## src/rtl/wb_pkg.sv

```systemverilog
// Shared definitions for the board-memory Wishbone arbiter.
//   WB_ADDR_W / WB_DATA_W : board-memory bus widths (16x16 tile store, 8-bit data)
//   arb_state_e           : arbiter ownership states
//   WB_TIMEOUT_DATA       : read value returned on a forced (timed-out) termination
package wb_pkg;

   localparam int WB_ADDR_W = 8;
   localparam int WB_DATA_W = 8;

   typedef enum logic [0:0] {
      ARB_IDLE  = 1'b0,
      ARB_OWNED = 1'b1
   } arb_state_e;

   localparam logic [WB_DATA_W-1:0] WB_TIMEOUT_DATA = 8'hFF;

endpackage

```

## src/rtl/wb_board_arbiter_if.sv

```systemverilog
// Bundle of the master-side and slave-side Wishbone signals around the arbiter.
//   m_*  : NUM_MASTERS requesters, per-master fields packed master k at [W*k +: W]
//   s_*  : the single board-memory slave
// Modports:
//   slave  : the arbiter's view (it is the slave the masters talk to)
//   master : the surrounding system's view (drives masters' requests and the
//            memory's response, observes the arbitrated bus)
interface wb_board_arbiter_if #(
   parameter int NUM_MASTERS = 3
);
   import wb_pkg::*;

   logic [NUM_MASTERS-1:0]           m_cyc_i;
   logic [NUM_MASTERS-1:0]           m_stb_i;
   logic [NUM_MASTERS-1:0]           m_we_i;
   logic [NUM_MASTERS*WB_ADDR_W-1:0] m_adr_i;
   logic [NUM_MASTERS*WB_DATA_W-1:0] m_dat_i;
   logic [WB_DATA_W-1:0]             m_dat_o;
   logic [NUM_MASTERS-1:0]           m_ack_o;

   logic                             s_cyc_o;
   logic                             s_stb_o;
   logic                             s_we_o;
   logic [WB_ADDR_W-1:0]             s_adr_o;
   logic [WB_DATA_W-1:0]             s_dat_o;
   logic [WB_DATA_W-1:0]             s_dat_i;
   logic                             s_ack_i;

   modport slave (
      input  m_cyc_i, m_stb_i, m_we_i, m_adr_i, m_dat_i, s_dat_i, s_ack_i,
      output m_dat_o, m_ack_o, s_cyc_o, s_stb_o, s_we_o, s_adr_o, s_dat_o
   );

   modport master (
      output m_cyc_i, m_stb_i, m_we_i, m_adr_i, m_dat_i, s_dat_i, s_ack_i,
      input  m_dat_o, m_ack_o, s_cyc_o, s_stb_o, s_we_o, s_adr_o, s_dat_o
   );

endinterface

```

## src/rtl/wb_board_arbiter_rr_picker.sv

```systemverilog
// rr_picker: combinational round-robin selector.
//   req_i : request vector
//   ptr_i : index of the highest-priority requester
//   gnt_o : one-hot grant of the first requester at or after ptr_i (cyclic),
//           all-zero when nothing is requested
module rr_picker #(
   parameter int N  = 3,
   parameter int PW = (N > 1) ? $clog2(N) : 1
) (
   input  logic [N-1:0]  req_i,
   input  logic [PW-1:0] ptr_i,
   output logic [N-1:0]  gnt_o
);

   always_comb begin
      int  idx;
      logic found;
      gnt_o = '0;
      found = 1'b0;
      idx   = 0;
      for (int k = 0; k < N; k++) begin
         idx = int'(ptr_i) + k;
         if (idx >= N) idx = idx - N;
         if (!found && req_i[idx]) begin
            gnt_o[idx] = 1'b1;
            found      = 1'b1;
         end
      end
   end

endmodule

```

## src/rtl/wb_board_arbiter.sv

```systemverilog
// Round-robin Wishbone arbiter sharing the board-memory slave between
// NUM_MASTERS requesters (game FSM, mine generator, tile reader, ...).
// Ports:
//   CLK_I      system clock, rising edge
//   RST_I      asynchronous active-high reset
//   bus        wb_board_arbiter_if.slave: master requests in, slave request
//              out, slave response in, routed ACK / read data out
//   grant_o    one-hot current owner, zero when idle
//   busy_o     a master owns the bus
//   timeout_o  sticky forced-termination flag (0 unless WB_ARB_TIMEOUT_EN)
// Build option: define WB_ARB_TIMEOUT_EN to add the stuck-slave timeout.
//
// state     | meaning
// ----------+------------------------------------------------------------
// ST_IDLE   | no owner; first cyclic requester from the pointer is granted
// ST_OWNED  | grant_q owner holds the bus while its CYC stays high; on
//           | release the next requester is granted on the same edge
module wb_board_arbiter
   import wb_pkg::*;
#(
   parameter int NUM_MASTERS    = 3,
   parameter int TIMEOUT_CYCLES = 16
) (
   input  logic                   CLK_I,
   input  logic                   RST_I,
   wb_board_arbiter_if.slave      bus,
   output logic [NUM_MASTERS-1:0] grant_o,
   output logic                   busy_o,
   output logic                   timeout_o
);

   localparam int PW = $clog2(NUM_MASTERS);

   localparam logic [0:0] ST_IDLE  = ARB_IDLE;
   localparam logic [0:0] ST_OWNED = ARB_OWNED;

   if (NUM_MASTERS < 2 || NUM_MASTERS > 8) begin : g_bad_masters
      $error("wb_board_arbiter: NUM_MASTERS must be 2..8");
   end
   if (TIMEOUT_CYCLES < 1) begin : g_bad_timeout
      $error("wb_board_arbiter: TIMEOUT_CYCLES must be at least 1");
   end

   logic [0:0]             state_q, state_d;
   logic [NUM_MASTERS-1:0] grant_q, grant_d;
   logic [PW-1:0]          ptr_q, ptr_d;

   logic [PW-1:0]          owner_idx;
   logic [PW-1:0]          ptr_rel;
   logic [PW-1:0]          pick_ptr;
   logic [NUM_MASTERS-1:0] pick_gnt;
   logic                   owner_cyc;
   logic                   slv_ack;

   always_comb begin
      owner_idx = '0;
      for (int k = 0; k < NUM_MASTERS; k++) begin
         if (grant_q[k]) owner_idx = PW'(k);
      end
   end

   assign owner_cyc = |(bus.m_cyc_i & grant_q);
   assign ptr_rel   = (owner_idx == PW'(NUM_MASTERS - 1)) ? '0 : owner_idx + 1'b1;

   // On a release the new pointer already applies to the same-edge handover.
   assign pick_ptr  = (state_q == ST_OWNED) ? ptr_rel : ptr_q;

   rr_picker #(.N(NUM_MASTERS), .PW(PW)) u_picker (
      .req_i (bus.m_cyc_i & ~grant_q),
      .ptr_i (pick_ptr),
      .gnt_o (pick_gnt)
   );

   always_comb begin
      state_d = state_q;
      grant_d = grant_q;
      ptr_d   = ptr_q;
      case (state_q)
         ST_IDLE: begin
            if (|bus.m_cyc_i) begin
               grant_d = pick_gnt;
               state_d = ST_OWNED;
            end
         end
         default: begin
            if (!owner_cyc) begin
               ptr_d   = ptr_rel;
               grant_d = pick_gnt;
               state_d = (|pick_gnt) ? ST_OWNED : ST_IDLE;
            end
         end
      endcase
   end

   always_ff @(posedge CLK_I or posedge RST_I) begin
      if (RST_I) begin
         state_q <= ST_IDLE;
         grant_q <= '0;
         ptr_q   <= '0;
      end else begin
         state_q <= state_d;
         grant_q <= grant_d;
         ptr_q   <= ptr_d;
      end
   end

   assign grant_o = grant_q;
   assign busy_o  = (state_q == ST_OWNED);

   always_comb begin
      bus.s_adr_o = '0;
      bus.s_dat_o = '0;
      bus.s_we_o  = 1'b0;
      for (int k = 0; k < NUM_MASTERS; k++) begin
         if (grant_q[k]) begin
            bus.s_adr_o = bus.m_adr_i[k*WB_ADDR_W +: WB_ADDR_W];
            bus.s_dat_o = bus.m_dat_i[k*WB_DATA_W +: WB_DATA_W];
            bus.s_we_o  = bus.m_we_i[k];
         end
      end
   end

   assign bus.s_cyc_o = owner_cyc & busy_o;
   // STB is qualified by CYC, so a master strobing without CYC never reaches
   // the slave and a late ACK after release finds STB already low.
   assign bus.s_stb_o = (|(bus.m_stb_i & grant_q)) & bus.s_cyc_o;

`ifdef WB_ARB_TIMEOUT_EN
   localparam int CW = $clog2(TIMEOUT_CYCLES + 1);

   logic [CW-1:0] to_cnt_q, to_cnt_d;
   logic          to_flag_q;
   logic          to_fire;

   // Down-counter reloaded whenever the strobe is acknowledged or dropped;
   // reaching zero with STB still pending forces the termination beat.
   assign to_fire = bus.s_stb_o && (to_cnt_q == '0);

   always_comb begin
      to_cnt_d = CW'(TIMEOUT_CYCLES);
      if (bus.s_stb_o && !bus.s_ack_i && !to_fire) to_cnt_d = to_cnt_q - 1'b1;
   end

   always_ff @(posedge CLK_I or posedge RST_I) begin
      if (RST_I) begin
         to_cnt_q  <= CW'(TIMEOUT_CYCLES);
         to_flag_q <= 1'b0;
      end else begin
         to_cnt_q  <= to_cnt_d;
         to_flag_q <= to_flag_q | to_fire;
      end
   end

   assign slv_ack     = (bus.s_ack_i & bus.s_stb_o & ~to_fire) | to_fire;
   assign bus.m_dat_o = to_fire ? WB_TIMEOUT_DATA : bus.s_dat_i;
   assign timeout_o   = to_flag_q;
`else
   assign slv_ack     = bus.s_ack_i & bus.s_stb_o;
   assign bus.m_dat_o = bus.s_dat_i;
   assign timeout_o   = 1'b0;
`endif

   assign bus.m_ack_o = grant_q & {NUM_MASTERS{slv_ack}};

endmodule
```

## src/flat_wrapper.sv

```systemverilog
// flat-port wrapper written by rule: the top's interface ports become plain ports
module wb_board_arbiter_flat import wb_pkg::*;
#(
   parameter int NUM_MASTERS    = 3,
   parameter int TIMEOUT_CYCLES = 16
)
  (CLK_I, RST_I, grant_o, busy_o, timeout_o, bus_m_cyc_i, bus_m_stb_i, bus_m_we_i, bus_m_adr_i, bus_m_dat_i, bus_s_dat_i, bus_s_ack_i, bus_m_dat_o, bus_m_ack_o, bus_s_cyc_o, bus_s_stb_o, bus_s_we_o, bus_s_adr_o, bus_s_dat_o);
  wb_board_arbiter_if #(.NUM_MASTERS(NUM_MASTERS)) bus_i ();
  input  logic CLK_I;
  input  logic RST_I;
  output logic [NUM_MASTERS-1:0] grant_o;
  output logic busy_o;
  output logic timeout_o;
  input wire logic [$bits(bus_i.m_cyc_i)-1:0] bus_m_cyc_i;
  input wire logic [$bits(bus_i.m_stb_i)-1:0] bus_m_stb_i;
  input wire logic [$bits(bus_i.m_we_i)-1:0] bus_m_we_i;
  input wire logic [$bits(bus_i.m_adr_i)-1:0] bus_m_adr_i;
  input wire logic [$bits(bus_i.m_dat_i)-1:0] bus_m_dat_i;
  input wire logic [$bits(bus_i.s_dat_i)-1:0] bus_s_dat_i;
  input wire logic [$bits(bus_i.s_ack_i)-1:0] bus_s_ack_i;
  output wire logic [$bits(bus_i.m_dat_o)-1:0] bus_m_dat_o;
  output wire logic [$bits(bus_i.m_ack_o)-1:0] bus_m_ack_o;
  output wire logic [$bits(bus_i.s_cyc_o)-1:0] bus_s_cyc_o;
  output wire logic [$bits(bus_i.s_stb_o)-1:0] bus_s_stb_o;
  output wire logic [$bits(bus_i.s_we_o)-1:0] bus_s_we_o;
  output wire logic [$bits(bus_i.s_adr_o)-1:0] bus_s_adr_o;
  output wire logic [$bits(bus_i.s_dat_o)-1:0] bus_s_dat_o;
  assign bus_i.m_cyc_i = bus_m_cyc_i;
  assign bus_i.m_stb_i = bus_m_stb_i;
  assign bus_i.m_we_i = bus_m_we_i;
  assign bus_i.m_adr_i = bus_m_adr_i;
  assign bus_i.m_dat_i = bus_m_dat_i;
  assign bus_i.s_dat_i = bus_s_dat_i;
  assign bus_i.s_ack_i = bus_s_ack_i;
  assign bus_m_dat_o = bus_i.m_dat_o;
  assign bus_m_ack_o = bus_i.m_ack_o;
  assign bus_s_cyc_o = bus_i.s_cyc_o;
  assign bus_s_stb_o = bus_i.s_stb_o;
  assign bus_s_we_o = bus_i.s_we_o;
  assign bus_s_adr_o = bus_i.s_adr_o;
  assign bus_s_dat_o = bus_i.s_dat_o;
  wb_board_arbiter #(.NUM_MASTERS(NUM_MASTERS), .TIMEOUT_CYCLES(TIMEOUT_CYCLES)) u_core (.CLK_I(CLK_I), .RST_I(RST_I), .bus(bus_i), .grant_o(grant_o), .busy_o(busy_o), .timeout_o(timeout_o));
endmodule
```

## config.mk

```make
export PLATFORM = sky130hd
export DESIGN_NAME = wb_board_arbiter_flat
export DESIGN_NICKNAME = d
export VERILOG_FILES = /design/src/rtl/wb_pkg.sv /design/src/rtl/wb_board_arbiter_if.sv /design/src/rtl/wb_board_arbiter_rr_picker.sv /design/src/rtl/wb_board_arbiter.sv /design/src/flat_wrapper.sv
export SDC_FILE = /design/constraint.sdc
export NUM_CORES = 1
export LEC_CHECK = 0
export BUFFER_PORTS_ARGS = -buffer_cell sky130_fd_sc_hd__buf_2
export CAP_MARGIN = 25
export CORE_MARGIN = 1.5
export CORE_UTILIZATION = 39
export DETAILED_ROUTE_END_ITERATION = 8
export MAX_ROUTING_LAYER = met4
export PLACE_DENSITY = 0.91
export SYNTH_ARGS = -nofsm -noshare
export SYNTH_HDL_FRONTEND = slang
export SYNTH_SLANG_ARGS = --single-unit
```

## constraint.sdc

```tcl
create_clock -name CLK_I -period 7.25 [get_ports CLK_I]
set_input_delay 1.45 -clock CLK_I [delete_from_list [all_inputs] [get_ports CLK_I]]
set_output_delay 1.45 -clock CLK_I [all_outputs]
set_load 0.005 [all_outputs]
```

======== Yosys cells after proc, flatten, opt, wreduce, memory -nomap -nowiden ========
Index checks and enable logic that the tools add are counted.
word-level totals
  word-level logic and storage cells ...... 88
  bits in registers ....................... 6
  bits of input ports ..................... 68
  output and inout bits ................... 35
operators by class
  reductions and logical operators ........ 14
  add/subtract/negate cells ............... 6
  multiplexer cells ....................... 43
  equal/unequal tests ..................... 2
  magnitude comparators ................... 9
  bitwise logic cells ..................... 11
operators by type and width
  cell                                                                     count
  32-bit by 1-bit >= comparator with 1-bit output (second input constant)  3
  32-bit by 4-bit < comparator with 1-bit output (second input constant)   3
  32-bit two-way mux                                                       3
  8-bit two-way mux                                                        6
  1-bit two-way mux                                                        19
  3-bit two-way mux                                                        6
  3-bit bitwise AND                                                        4
  3-bit OR reduction                                                       4
  3-bit by 2-bit subtractor with 4-bit output (second input constant)      2
  1-bit binary-select mux with 2-bit select                                3
  1-bit demux with 2-bit select                                            3
  3-bit by 2-bit >= comparator with 1-bit output (second input constant)   2
  2-bit two-way mux                                                        3
  3-bit OR                                                                 2
  1-bit logical AND                                                        5
  2-bit AND reduction                                                      2
  2-bit by 1-bit adder with 3-bit output (second input constant)           1
  2-bit by 2-bit adder with 3-bit output (second input constant)           1
  1-bit bitwise AND                                                        3
  3-bit inverter                                                           1
  2-bit by 2-bit subtractor with 3-bit output (second input constant)      1
  2-bit by 1-bit adder with 2-bit output (second input constant)           1
  2-bit equality test (second input constant)                              1
  2-bit >= comparator (second input constant)                              1
  4 further kinds                                                          5

======== Depth between registers and ports, before layout ========
Gate-level depths: netlist of run 1.
  depth in word-level cells ............... 21
  depth in mapped cells ................... 12
  mapped depth without buffers ............ 9

======== Cells and area by module ========
From an unflattened synthesis of run 1, not the netlist that was laid out.
unflattened totals
  cells, all modules ...................... 140
  area, all modules ....................... 1031.0 um2
by module, submodules not included
  module            instances  cells an instance  area an instance (um2)  seq. area each (um2)
  wb_board_arbiter  1          105                765.7                   150.1
  rr_picker         1          35                 265.3                   0.0

======== Worst setup path after synthesis of run 1 ========
No wires, ideal clock.
  kind .................................... input -> output
  start point ............................. input bus_m_cyc_i[0]
  end point ............................... output bus_m_ack_o[0]
  data required time ...................... 5.800 ns
  setup slack ............................. 3.561 ns
  cell stages on the path ................. 4
  path buffers ............................ 0
  data arrival time ....................... 2.239 ns
  path through ............................ a222oi_1 > nand2b_1 > nor2_1 > and3_1
between the ends
  word-level cells in the longest chain between the ends .. 6
RTL lines
  what                   line                     source
  start: declaration     flat_wrapper.sv:14       input wire logic [$bits(bus_i.m_cyc_i)-1:0] bus_m_cyc_i;
  3-bit bitwise AND      wb_board_arbiter.sv:62   assign owner_cyc = |(bus.m_cyc_i & grant_q);
  3-bit OR reduction     wb_board_arbiter.sv:62
  1-bit bitwise AND      wb_board_arbiter.sv:123  assign bus.s_cyc_o = owner_cyc & busy_o;
  1-bit bitwise AND      wb_board_arbiter.sv:126  assign bus.s_stb_o = (|(bus.m_stb_i & grant_q)) & bus.s_cyc_o;
  named net bus_s_stb_o  flat_wrapper.sv:24       output wire logic [$bits(bus_i.s_stb_o)-1:0] bus_s_stb_o;
  1-bit bitwise AND      wb_board_arbiter.sv:158  assign slv_ack = bus.s_ack_i & bus.s_stb_o;
  3-bit bitwise AND      wb_board_arbiter.sv:163  assign bus.m_ack_o = grant_q & {NUM_MASTERS{slv_ack}};
  end: declaration       flat_wrapper.sv:22       output wire logic [$bits(bus_i.m_ack_o)-1:0] bus_m_ack_o;
The timed path passes the listed nets, and every way through them passes these cells.

======== Final worst setup path of run 1 ========
  start point ............................. input bus_m_cyc_i[0]
  end point ............................... output bus_m_ack_o[2]
between the ends
  word-level cells in the longest chain between the ends .. 6
RTL lines
  what                line
  3-bit bitwise AND   wb_board_arbiter.sv:62
  3-bit OR reduction  wb_board_arbiter.sv:62
  1-bit bitwise AND   wb_board_arbiter.sv:123
  1-bit bitwise AND   wb_board_arbiter.sv:126
  1-bit bitwise AND   wb_board_arbiter.sv:158
  3-bit bitwise AND   wb_board_arbiter.sv:163
Every way passes these cells.

==> impl_metrics.toml, run 1 <==
[critical_path]
crit_arrival_ps = 2620
worstSetupPathType = "input port to output port"
critPathLaunchType = "input port"
cp.required_ps = 5800
crit_path_end_kind = "output port"
crit_path_max_fanout = 8

[outcome]
outcome = "finished, final reports clean"

[detailed_routing]
initialDrtViolationCount = 67
drc = 0
ant_nets = 0
vias = 1308
wl_per_cell_um = 12.8
vias_per_cell = 5.36
drt_pass1_iterations = 4
drt_wl_total_mm = 3.13

[cts]
h-tree-depth = 1
cts_hold_buf = 0
cts_root_buffer = "clkbuf_4"
numCtsBuffers = 3
max-clock-path-buffers = 2
cts_sinks = 6
clock_latency_ps = 240
ctsResizeCount = 0
post-cts-setup-buffers = 0
cts_tree = "done"
clk_pin_slew_worst_paths_ps = 40

[finish]
area_growth_pct = 35.5
antennaDiodeCount = 0
mostFrequentLayoutCells = "buf_2, nand2_1, o21ai_0"
fin_nets = 288
final_layout_size_suffix_gt1_share_pct = 46.3
final_common_cell = "buf_2"
fillers = 271

[die]
dieWidth_um = 55.3
start_util_pct = 42.0
io-pin-count = 103
die_height_um = 55.3
dieArea_um2 = 3060
core_um2 = 2540
rows = 18

[global_route]
grt_pass1_wl_mm = 5.09
track_usage_pct = 20.3
grt-ovfl-total = 0
grt_max_degree = 45
grt_pass1_vias = 1197
antenna_found_initial = 0

[sta]
rsz0062_at_grt = "no"
fin_crit_ps = 4070
fin_crit_sh_pct = 56.1
hold_viol = 0
fmaxAchievable_mhz = 246
setup_tns_ps = 0
setup_viol = 0
relSlewSlack_pct = 40.6
tightest_slew_ps = 891
hold_ws_ps = 496
report.final.slew_viol_count = 0
skew_ps = 1.35

[power]
ir_drop_mv = 0.241
p_total_uw = 518
p_leak_uw = 0.000738
p_per_area_nw_per_um2 = 358

[synthesis]
ys_types = 35
synthCells = 144
ys_ff_latch = 6
syn-cell-area_um2 = 1070
synth-seq-area-share_pct = 14.1
async_reset_ff_share_pct = 100
syn_avg_cell_area_um2 = 7.42
yosys_warnings = 0
syn-num-nets = 216
synth_ff_type = "dfrtp_1"
synth_edf_count = 0

[placement]
dp.final_hpwl_mm = 2.48
io_buffers = 85
gp_congestion = 0.854

[run]
cap_viol_max_count = 0

[hold_path]
min_path_type = "register to register"
## critical path, cell delays in order
cell and delay [ps]:
buf_2 140, a222oi_1 410, nand2b_1 210, nor2_1 90, and3_1 190, buf_2 120
## cells by family after synthesis
kind of cell	count (synthesis)	synth area share, %
AOI/OAI and AO/OA	51	31.3
and+or+nand+nor	51	31.1
buffers and inverters	26	13.5
DFF	6	14.1
muxes	5	5.03
adders and majority gates	4	4.68
other	1	0.351
## final timing paths
kind | start | end | slack [ps] | cells after the start
max | bus_m_cyc_i[0] | bus_m_ack_o[2] | 3180 | 6
min | u_core.ptr_q[1] | u_core.ptr_q[1] | 500 | 1
max reg2reg | u_core.grant_o[1] | u_core.busy_o | 4190 | 9
min reg2reg | u_core.ptr_q[1] | u_core.ptr_q[1] | 500 | 1
max in group asynchronous | RST_I | u_core.ptr_q[1] | 5970 | 2
min in group asynchronous | RST_I | u_core.grant_o[0] | 1100 | 2
## flip-flops by register name (all words and copies together), names as in the netlist
register / flops
u_core.ptr_q: 2
u_core.busy_o: 1
u_core.grant_o: 3
## power by group
group	switching [µW]	internal, µW
Combinational	218	192
Clock	11.0	18.6
Sequential	29.8	47.8
## stage by stage
stage | std cells | utilization (%) | area, µm² | setup slack [ps]
after detailed placement | 240 | 55.7 | 1420 | 3200
after global routing | 244 | 56.9 | 1450 | 3080
after CTS | 243 | 56.6 | 1440 | 3190
after floorplan | 144 | - | 1070 | 3560
after global placement | 240 | 55.7 | 1420 | 3250
final | 244 | 56.9 | 1450 | 3180
## routing by layer
layer,vias up,global-route usage [%],part of all wire (%)
met5,-,-,0
met4,0,4.53,1.1
met3,4,1.87,6.3
met2,56,37.8,53
met1,581,23.5,40
li1,667,-,-
## area by class of cell
cell class / count / area [µm²] / area share, %
clock buffer: 3 / 22.5 / 1.56
inverter: 6 / 22.5 / 1.56
multi-input combinational: 112 / 774 / 53.5
sequential: 6 / 150 / 10.4
tap: 30 / 37.5 / 2.59
timing repair buffer: 87 / 440 / 30.4
## cell usage after synthesis, drive strengths merged (3+ instances only)
master | count | share of area, %
nand2 | 22 | 7.7
nor4bb | 5 | 6.1
nor2 | 4 | 1.4
mux2 | 3 | 3.2
a22oi | 17 | 12
and3 | 3 | 1.8
ha | 4 | 4.7
nand2b | 3 | 1.8
clkbuf | 6 | 2.1
inv | 6 | 2.1
nor2b | 5 | 2.9
a21oi | 3 | 1.4
buf | 14 | 9.3
nor4b | 4 | 5.3
o21ai | 21 | 9.8
dfrtp | 6 | 14
Note: power is estimated with default switching activity, not from simulation.
==> inputs of run 2 (changes only) <==
--- a/config.mk
+++ b/config.mk
@@ -8,10 +8,10 @@
 export BUFFER_PORTS_ARGS = -buffer_cell sky130_fd_sc_hd__buf_2
 export CAP_MARGIN = 25
 export CORE_MARGIN = 1.5
-export CORE_UTILIZATION = 39
+export CORE_UTILIZATION = 33
 export DETAILED_ROUTE_END_ITERATION = 8
 export MAX_ROUTING_LAYER = met4
-export PLACE_DENSITY = 0.91
+export PLACE_DENSITY = 0.83
 export SYNTH_ARGS = -nofsm -noshare
 export SYNTH_HDL_FRONTEND = slang
 export SYNTH_SLANG_ARGS = --single-unit
==> constraint.sdc (replaced) <==
create_clock -name CLK_I -period 3.68 [get_ports CLK_I]
set_input_delay 0.736 -clock CLK_I [delete_from_list [all_inputs] [get_ports CLK_I]]
set_output_delay 0.736 -clock CLK_I [all_outputs]
set_load 0.005 [all_outputs]
==> impl_metrics.toml, run 2 (synthesis results as in run 1) <==
[sta]
setup_tns_ps = 0
fin_crit_ps = 2790
rsz0062_at_grt = "no"
fin_crit_sh_pct = 75.9
report.final.slew_viol_count = 0
hold_viol = 0
relSlewSlack_pct = 39.3
setup_viol = 0
hold_ws_ps = 404
skew_ps = 0.693
tightest_slew_ps = 899
fmaxAchievable_mhz = 358

[die]
rows = 20
start_util_pct = 35.0
core_um2 = 3050
io-pin-count = 103
dieWidth_um = 59.9
dieArea_um2 = 3590
die_height_um = 59.9

[detailed_routing]
vias_per_cell = 5.24
drt_wl_total_mm = 3.35
wl_per_cell_um = 12.9
drt_pass1_iterations = 4
vias = 1362
initialDrtViolationCount = 59
drc = 0
ant_nets = 0

[finish]
final_layout_size_suffix_gt1_share_pct = 46.8
fin_nets = 290
final_common_cell = "buf_2"
area_growth_pct = 38.5
largest_register_ffs = 3
antennaDiodeCount = 0
mostFrequentLayoutCells = "buf_2, nand2_1, o21ai_0"

[hold_path]
min_path_type = "input port to asynchronous set/reset pin"

[critical_path]
rr_startpoint = "u_core.grant_o[1]"
crit_path_end_kind = "output port"
ff2ff_setup_slack_ps = 900
worstSetupPathType = "register to output port"
crit_path_max_fanout = 16
r2r_cells = 8
crit_arrival_ps = 2060
cp.required_ps = 2940
critPathLaunchType = "register"
reg2reg_to = "u_core.grant_o[0]"

[placement]
io_buffers = 85
dp.final_hpwl_mm = 2.66
gp_congestion = 0.822

[cts]
max-clock-path-buffers = 2
post-cts-setup-buffers = 0
numCtsBuffers = 3
h-tree-depth = 1
ctsResizeCount = 0
clock_latency_ps = 240
cts_sinks = 6
cts_hold_buf = 0
cts_tree = "done"
cts_root_buffer = "clkbuf_4"
clk_pin_slew_worst_paths_ps = 40

[outcome]
outcome = "finished, final reports clean"

[global_route]
track_usage_pct = 17.9
grt_max_degree = 29
grt_pass1_wl_mm = 4.86
grt_pass1_vias = 1163
grt-ovfl-total = 0
antenna_found_initial = 0

[power]
switching_share_pct = 50.3
p_int_uw = 519
p_clk_share_pct = 5.8
switching_power_uw = 524
p_per_area_nw_per_um2 = 705
p_comb_share_pct = 81.0
ir_drop_mv = 0.424
p_leak_uw = 0.000749
pwr-share-seq_pct = 13.2

[run]
cap_viol_max_count = 0
==> run 2: changes by cell type in the layout (fill, tap and decap cells not counted), sizes merged <==
cell  change
buf       +2
==> run 2: final cells by class <==
class | count | area [µm²]
inverter | 6 | 22.5
tap | 44 | 55.1
sequential | 6 | 150
timing repair buffer | 89 | 455
clock buffer | 3 | 22.5
multi-input combinational | 112 | 774
fill | 329 | 1570
==> run 2: worst max-delay path, stage by stage, from the launching register on <==
cell and delay [ps]:
dfrtp_1 550, buf_4 280, a222oi_1 350, nand2b_1 210, nor2_1 100, and3_1 200, buf_2 120
==> run 2: power by group through the flow <==
stage | combinational, µW | clock (µW) | sequential [µW]
final | 844 | 60.5 | 138
after floorplan | 633 | 0 | 118
after global routing | 931 | 66.7 | 145
after global placement | 814 | 0 | 137
after detailed placement | 834 | 0 | 138
after CTS | 835 | 62.6 | 137
==> run 2: worst max-delay path by stage <==
stage                            startpoint           endpoint  slack [ps]
after global routing      u_core.grant_o[1]  u_core.grant_o[0]         670
after detailed placement  u_core.grant_o[1]  u_core.grant_o[0]         920
after floorplan           u_core.grant_o[1]      u_core.busy_o        1120
after CTS                 u_core.grant_o[0]     bus_s_dat_o[6]         730
after global placement    u_core.grant_o[1]      u_core.busy_o        1040
final                     u_core.grant_o[1]     bus_m_ack_o[0]         890
==> run 2: through the flow <==
step	instances	area [µm²]	power, µW	worst slack, ps	utilization [%]
floorplan	144	1070	752	1120	-
global route	260	1480	1140	672	48.5
global placement	256	1450	950	1040	47.5
finish	260	1480	1040	886	48.5
CTS	259	1470	1030	725	48.2
detailed placement	256	1450	971	924	47.5
==> run 2: routing by layer <==
metal / wire, µm / share of wire (%) / track usage, %
met2: 1600 / 48 / 28.3
met5: 0 / 0 / -
met3: 243 / 7.2 / 2.16
met1: 1460 / 44 / 22.7
met4: 46 / 1.4 / 8.25
